**src/rtl/ctrl_pkg.sv**
```systemverilog
// Shared encodings for the multi-cycle controller:
// opcodes, ALU functions, FSM states and instruction classes.
package ctrl_pkg;

  localparam logic [4:0] OP_ADD  = 5'b00000;
  localparam logic [4:0] OP_SUB  = 5'b00001;
  localparam logic [4:0] OP_AND  = 5'b00010;
  localparam logic [4:0] OP_OR   = 5'b00011;
  localparam logic [4:0] OP_SLT  = 5'b00100;
  localparam logic [4:0] OP_ADDI = 5'b01000;
  localparam logic [4:0] OP_LW   = 5'b01001;
  localparam logic [4:0] OP_SW   = 5'b01010;
  localparam logic [4:0] OP_BEQ  = 5'b01100;
  localparam logic [4:0] OP_BNE  = 5'b01101;
  localparam logic [4:0] OP_HALT = 5'b11111;

  localparam logic [3:0] ALU_ADD = 4'b0000;
  localparam logic [3:0] ALU_SUB = 4'b0001;
  localparam logic [3:0] ALU_AND = 4'b0010;
  localparam logic [3:0] ALU_OR  = 4'b0011;
  localparam logic [3:0] ALU_SLT = 4'b0100;

  typedef enum logic [2:0] {
    S_IDLE,
    S_FETCH,
    S_DECODE,
    S_EXEC,
    S_MEM,
    S_WB,
    S_HALTED
  } state_t;

  typedef enum logic [2:0] {
    C_RTYPE,
    C_ADDI,
    C_LOAD,
    C_STORE,
    C_BRANCH,
    C_HALT,
    C_ILLEGAL
  } iclass_t;

  typedef struct packed {
    iclass_t    cls;
    logic [3:0] alu_op;
    logic       alu_src;
    logic       reg_src;
    logic       wr_src;
    logic       br_ne;
  } dec_t;

endpackage

```
**src/rtl/ctrl_decode.sv**
```systemverilog
// Combinational opcode decode: class, ALU function
// and datapath selects for one 5-bit opcode.
module ctrl_decode
  import ctrl_pkg::*;
(
  input  logic [4:0] op_i,
  output dec_t       dec_o
);

  always_comb begin
    dec_o = '{
      cls:     C_ILLEGAL,
      alu_op:  ALU_ADD,
      alu_src: 1'b0,
      reg_src: 1'b0,
      wr_src:  1'b0,
      br_ne:   1'b0
    };
    case (op_i)
      OP_ADD, OP_SUB, OP_AND, OP_OR, OP_SLT: begin
        dec_o.cls     = C_RTYPE;
        dec_o.reg_src = 1'b1;
        dec_o.wr_src  = 1'b1;
        case (op_i)
          OP_SUB:  dec_o.alu_op = ALU_SUB;
          OP_AND:  dec_o.alu_op = ALU_AND;
          OP_OR:   dec_o.alu_op = ALU_OR;
          OP_SLT:  dec_o.alu_op = ALU_SLT;
          default: dec_o.alu_op = ALU_ADD;
        endcase
      end
      OP_ADDI: begin
        dec_o.cls     = C_ADDI;
        dec_o.alu_src = 1'b1;
        dec_o.wr_src  = 1'b1;
      end
      OP_LW: begin
        dec_o.cls     = C_LOAD;
        dec_o.alu_src = 1'b1;
      end
      OP_SW: begin
        dec_o.cls     = C_STORE;
        dec_o.alu_src = 1'b1;
      end
      OP_BEQ, OP_BNE: begin
        dec_o.cls    = C_BRANCH;
        dec_o.alu_op = ALU_SUB;
        dec_o.br_ne  = op_i[0];
      end
      OP_HALT: dec_o.cls = C_HALT;
      default: dec_o.cls = C_ILLEGAL;
    endcase
  end

endmodule

```
**src/rtl/multicycle_ctrl.sv**
```systemverilog
// Multi-cycle control FSM for the 16-bit datapath with
// run/step/halt debug control and a retired counter.
module multicycle_ctrl
  import ctrl_pkg::*;
#(
  parameter int RET_W = 16
) (
  input  logic             clk,
  input  logic             reset,
  input  logic             run,
  input  logic             step,
  input  logic [4:0]       Inst,
  input  logic             IsZero,
  output logic             PCSrc,
  output logic             PCEn,
  output logic             IRWr,
  output logic             RegSrc,
  output logic             RegEn,
  output logic             ALUSrc,
  output logic [3:0]       ALUOp,
  output logic             DmemWr,
  output logic             WrSrc,
  output logic             busy,
  output logic             halted,
  output logic             illegal,
  output logic [RET_W-1:0] retired
);

  state_t           state_q, state_d;
  logic [4:0]       op_q, op_d;
  logic             single_q, single_d;
  logic             illegal_q, illegal_d;
  logic [RET_W-1:0] retired_q, retired_d;

  logic [4:0] dec_op;
  dec_t       dec;
  logic       sel;
  logic       done;

  // Only DECODE looks at the live opcode; later states use the latch.
  assign dec_op = (state_q == S_DECODE) ? Inst : op_q;

  ctrl_decode u_decode (
    .op_i  (dec_op),
    .dec_o (dec)
  );

  always_ff @(posedge clk) begin
    if (reset) begin
      state_q   <= S_IDLE;
      op_q      <= '0;
      single_q  <= 1'b0;
      illegal_q <= 1'b0;
      retired_q <= '0;
    end else begin
      state_q   <= state_d;
      op_q      <= op_d;
      single_q  <= single_d;
      illegal_q <= illegal_d;
      retired_q <= retired_d;
    end
  end

  always_comb begin
    state_d   = state_q;
    op_d      = op_q;
    single_d  = single_q;
    illegal_d = illegal_q;
    retired_d = retired_q;
    sel       = 1'b0;
    done      = 1'b0;
    PCSrc     = 1'b0;
    PCEn      = 1'b0;
    IRWr      = 1'b0;
    RegSrc    = 1'b0;
    RegEn     = 1'b0;
    ALUSrc    = 1'b0;
    ALUOp     = ALU_ADD;
    DmemWr    = 1'b0;
    WrSrc     = 1'b0;

    case (state_q)
      S_IDLE: begin
        if (run) begin
          state_d  = S_FETCH;
          single_d = 1'b0;
        end else if (step) begin
          state_d  = S_FETCH;
          single_d = 1'b1;
        end
      end
      S_FETCH: begin
        IRWr    = 1'b1;
        state_d = S_DECODE;
      end
      S_DECODE: begin
        op_d = Inst;
        if (dec.cls == C_HALT) begin
          state_d = S_HALTED;
        end else if (dec.cls == C_ILLEGAL) begin
          state_d   = S_HALTED;
          illegal_d = 1'b1;
        end else begin
          state_d = S_EXEC;
        end
      end
      S_EXEC: begin
        sel = 1'b1;
        case (dec.cls)
          C_BRANCH: begin
            PCSrc = IsZero ^ dec.br_ne;
            done  = 1'b1;
          end
          C_LOAD, C_STORE: state_d = S_MEM;
          default:         state_d = S_WB;
        endcase
      end
      S_MEM: begin
        sel = 1'b1;
        if (dec.cls == C_STORE) begin
          DmemWr = 1'b1;
          done   = 1'b1;
        end else begin
          state_d = S_WB;
        end
      end
      S_WB: begin
        sel   = 1'b1;
        RegEn = 1'b1;
        done  = 1'b1;
      end
      S_HALTED: state_d = S_HALTED;
      default:  state_d = S_IDLE;
    endcase

    if (sel) begin
      RegSrc = dec.reg_src;
      ALUSrc = dec.alu_src;
      ALUOp  = dec.alu_op;
      WrSrc  = dec.wr_src;
    end

    // Completion: advance the PC, count, and pick the next fetch.
    if (done) begin
      PCEn      = 1'b1;
      retired_d = retired_q + RET_W'(1);
      state_d   = (run && !single_q) ? S_FETCH : S_IDLE;
    end
  end

  assign busy    = (state_q != S_IDLE) && (state_q != S_HALTED);
  assign halted  = (state_q == S_HALTED);
  assign illegal = illegal_q;
  assign retired = retired_q;

endmodule
```
**config.mk**
```make
export PLATFORM = sky130hd
export DESIGN_NAME = multicycle_ctrl
export DESIGN_NICKNAME = d
export VERILOG_FILES = /design/src/rtl/ctrl_pkg.sv /design/src/rtl/ctrl_decode.sv /design/src/rtl/multicycle_ctrl.sv
export SDC_FILE = /design/constraint.sdc
export NUM_CORES = 1
export LEC_CHECK = 0
export BUFFER_PORTS_ARGS = -buffer_cell sky130_fd_sc_hd__buf_2
export CAP_MARGIN = 20
export CORE_ASPECT_RATIO = 1.25
export CORE_UTILIZATION = 54
export CTS_BUF_LIST = sky130_fd_sc_hd__clkbuf_2 sky130_fd_sc_hd__clkbuf_4 sky130_fd_sc_hd__clkbuf_8
export DETAILED_ROUTE_END_ITERATION = 6
export PLACE_DENSITY = 0.84
export SETUP_SLACK_MARGIN = 0.05
export SYNTH_ARGS = -nofsm -noshare
export SYNTH_HDL_FRONTEND = slang
export SYNTH_SLANG_ARGS = --single-unit
```
**constraint.sdc**
```tcl
create_clock -name clk -period 2.5 [get_ports clk]
set_input_delay 0.5 -clock clk [delete_from_list [all_inputs] [get_ports clk]]
set_output_delay 0.5 -clock clk [all_outputs]
set_load 0.03 [all_outputs]
```
==> flow_summary.toml <==
[worst_hold_path]
hold_depth = 2
hold_path.class = "primary input to register"

[routing]
final_antenna_net_count = 0
vias = 1517
post_drt_wl_per_cell_um = 13.7
routed_via_density = 5.66
drt-initial-drc-count = 51
first_pass_iters = 4
drcViolationCount = 0
drt-total-wl_mm = 3.68

[grt]
grt_max_degree = 28
grt_pass1_wl_mm = 5.47
antenna_found_initial = 0
grt_use_total_pct = 23.1
gr-total-overflow = 0
first_global_vias = 1253

[floorplanning]
ios = 41
initial_core_util_pct = 57.4
core_um2 = 2710
die_h_um = 62.0
die_area_um2 = 3100
row_count = 21
dieWidth_um = 50.0

[synth]
synth_area_leader_cell = "dfxtp_1"
post-synth-top-count-cell = "nor2_1"
synthCells = 192
synthDistinctLibCells = 47
synth_warnings = 0
synth_ff_type = "dfxtp_1"
synthAdderAreaFrac_pct = 1.45
synth_common_cells = "nor2_1 (30), dfxtp_1 (26), a21oi_1 (14), xnor2_1 (14), nand2_1 (11)"
yosysSeqAreaShare_pct = 33.5
yosysTopAreaCellShare_pct = 33.5
synth_edf_count = 0
synth_compound_area_share_pct = 17.3
synth_seq_cells = 26
synth_mux_area_share_pct = 3.95
syn_area_um2 = 1550
synth_top_family_by_area = "simple AND/OR/NAND/NOR gates"
syn_area_per_cell_um2 = 8.09
synth_xor_area_share_pct = 8.45
async_flop_share_pct = 0
synth-simple-area-share_pct = 29.4
synth_area_leaders = "dfxtp_1 (33%), xnor2_1 (7.9%), nor2_1 (7.2%), a211oi_1 (4.8%), a21oi_1 (4.5%)"
syn-num-nets = 203

[critical_path]
cp.arrival_ps = 1940
crit_type = "register to primary output"
rr_worst_depth = 5
required_ps = 2000
crit_path_end_kind = "primary output"
cp_max_fo = 4
worstSetupStartpointType = "register"

[pwr]
clkPwrFrac_pct = 24.4
p_leak_uw = 0.000797
power_density_nw_per_um2 = 606
switching_share_pct = 33.2
p_sw_uw = 391
power_frac_seq_pct = 40.4
internal_power_uw = 788
vdd_ir_drop_max_mv = 0.421
pwr-share-comb_pct = 35.1

[sta]
min_period_ps = 2440
final-hold-violation-count = 0
fin_setup_tns_ps = 0
setup_viol = 0
timing.final.crit_share_pct = 97.8
slew_violations = 0
whs_ps = 387
fin_skew_ps = 9.27
fmax_mhz = 409
rsz0062_at_grt = "true"

[flow_run]
maxCapViolCount = 0

[clocking]
root_buffer = "clkbuf_4"
clock_sink_count = 26
cts_buffers = 3
cts_tree = "built"
cts-htree-levels = 1
clk_path_buf_depth = 2
clock_latency_ps = 320
path_clk_slew_ps = 130

[cells_and_area]
final_nets = 246
antenna_cells = 0
area_delta_synth_final_pct = 25.2
layout-drive-gt1-share_pct = 31.6

[run_status]
status = "completed"

[placed_design]
gp_congestion = 0.852
portBuffers = 39
hpwlAfterDp_mm = 2.44
layer usage:
| layer | global-route usage (%) | up-vias | share of wire, % |
|---|---|---|---|
| met1 | 28.5 | 699 | 44 |
| met4 | 11.0 | 0 | 2.4 |
| met2 | 41.3 | 50 | 49 |
| met5 | 0 | - | 0 |
| li1 | - | 759 | - |
| met3 | 1.70 | 9 | 4.6 |
cell usage in the layout (no fill, tap or decap), types with 2 or more instances in the layout:
master    Yosys  final
a211oi_1     10     10
a21oi_1      14     13
a31oi_1       4      4
and3_1        2      2
and4_1        2      2
buf_2         1     35
buf_4         3     15
clkbuf_4      0      3
dfxtp_1      26     24
dfxtp_4       0      2
inv_1         6      6
mux2i_1       5      3
nand2_1      11     11
nand2b_1      2      2
nand3_1       8      8
nand4_1       4      4
nor2_1       30     30
nor2b_1       3      3
nor3_1        6      4
nor3_2        0      2
nor3b_4       2      2
o21ai_0       3      2
xnor2_1      14     14
path summary, 6_finish.rpt:
kind,from,endpoint,slack (ps)
min reg2reg,illegal$_SDFFE_PP0P_,illegal$_SDFFE_PP0P_,510
min,run,single_q$_SDFFE_PP0P_,390
max reg2reg,op_q[3]$_SDFF_PP0_,retired[6]$_SDFFE_PP0P_,610
max,state_q[2]$_SDFFE_PP0P_,ALUOp[2],60
power by group through the flow:
stage	combinational (µW)	clock, µW	sequential, µW
floorplan	270	0	468
global placement	312	0	489
detailed placement	320	0	490
CTS	370	289	475
global route	445	308	482
finish	414	288	477
registers in the layout, summed over array words and instances (netlist names):
register and cells:
op_q 5, single_q 1, illegal 1, retired 16, state_q 3
critical path, cell delays in order (launching register included):
cell	delay (ps)
dfxtp_4	380
buf_4	130
and3b_2	260
a21oi_1	90
or3_4	370
nor3_2	200
buf_4	190
stage by stage:
step	utilization [%]	instance area (µm²)	setup WS, ps	total power, µW	std cells
after global routing	71.9	1950	-46.6	1230	268
after floorplan	-	1560	114	738	192
after detailed placement	65.0	1760	248	809	255
final	71.9	1950	55.7	1180	268
after global placement	65.0	1760	317	801	255
after CTS	69.9	1890	28.3	1130	266
what timing repair did:
action                                  in CTS  in global routing
pin swaps                                    2                  5
setup buffers                                7                  2
resized for setup                           10                 13
endpoints found under the setup margin       3                  5
hold buffers                                 0                  0
kinds of logic (layout without fill, tap and decap cells):
kind of cell               count (synthesis)  in the layout
xor gates and xnor gates                  15             15
adders and majority gates                  2              2
buffers and inverters                     20             62
DFF                                       26             26
AOI/OAI and AO/OA                         40             40
other                                      1              1
and+or+nand+nor                           82             82
muxes                                      6              6
final cells by class:
type | count | area, µm²
clock buffers | 3 | 22.5
clock inverters | 1 | 30.0
fillers | 229 | 761
inverters | 6 | 22.5
multi-input cells | 146 | 986
flip-flops and latches | 26 | 528
well taps | 34 | 42.5
repair buffers | 52 | 314
Power figures use the tool's default switching activity.
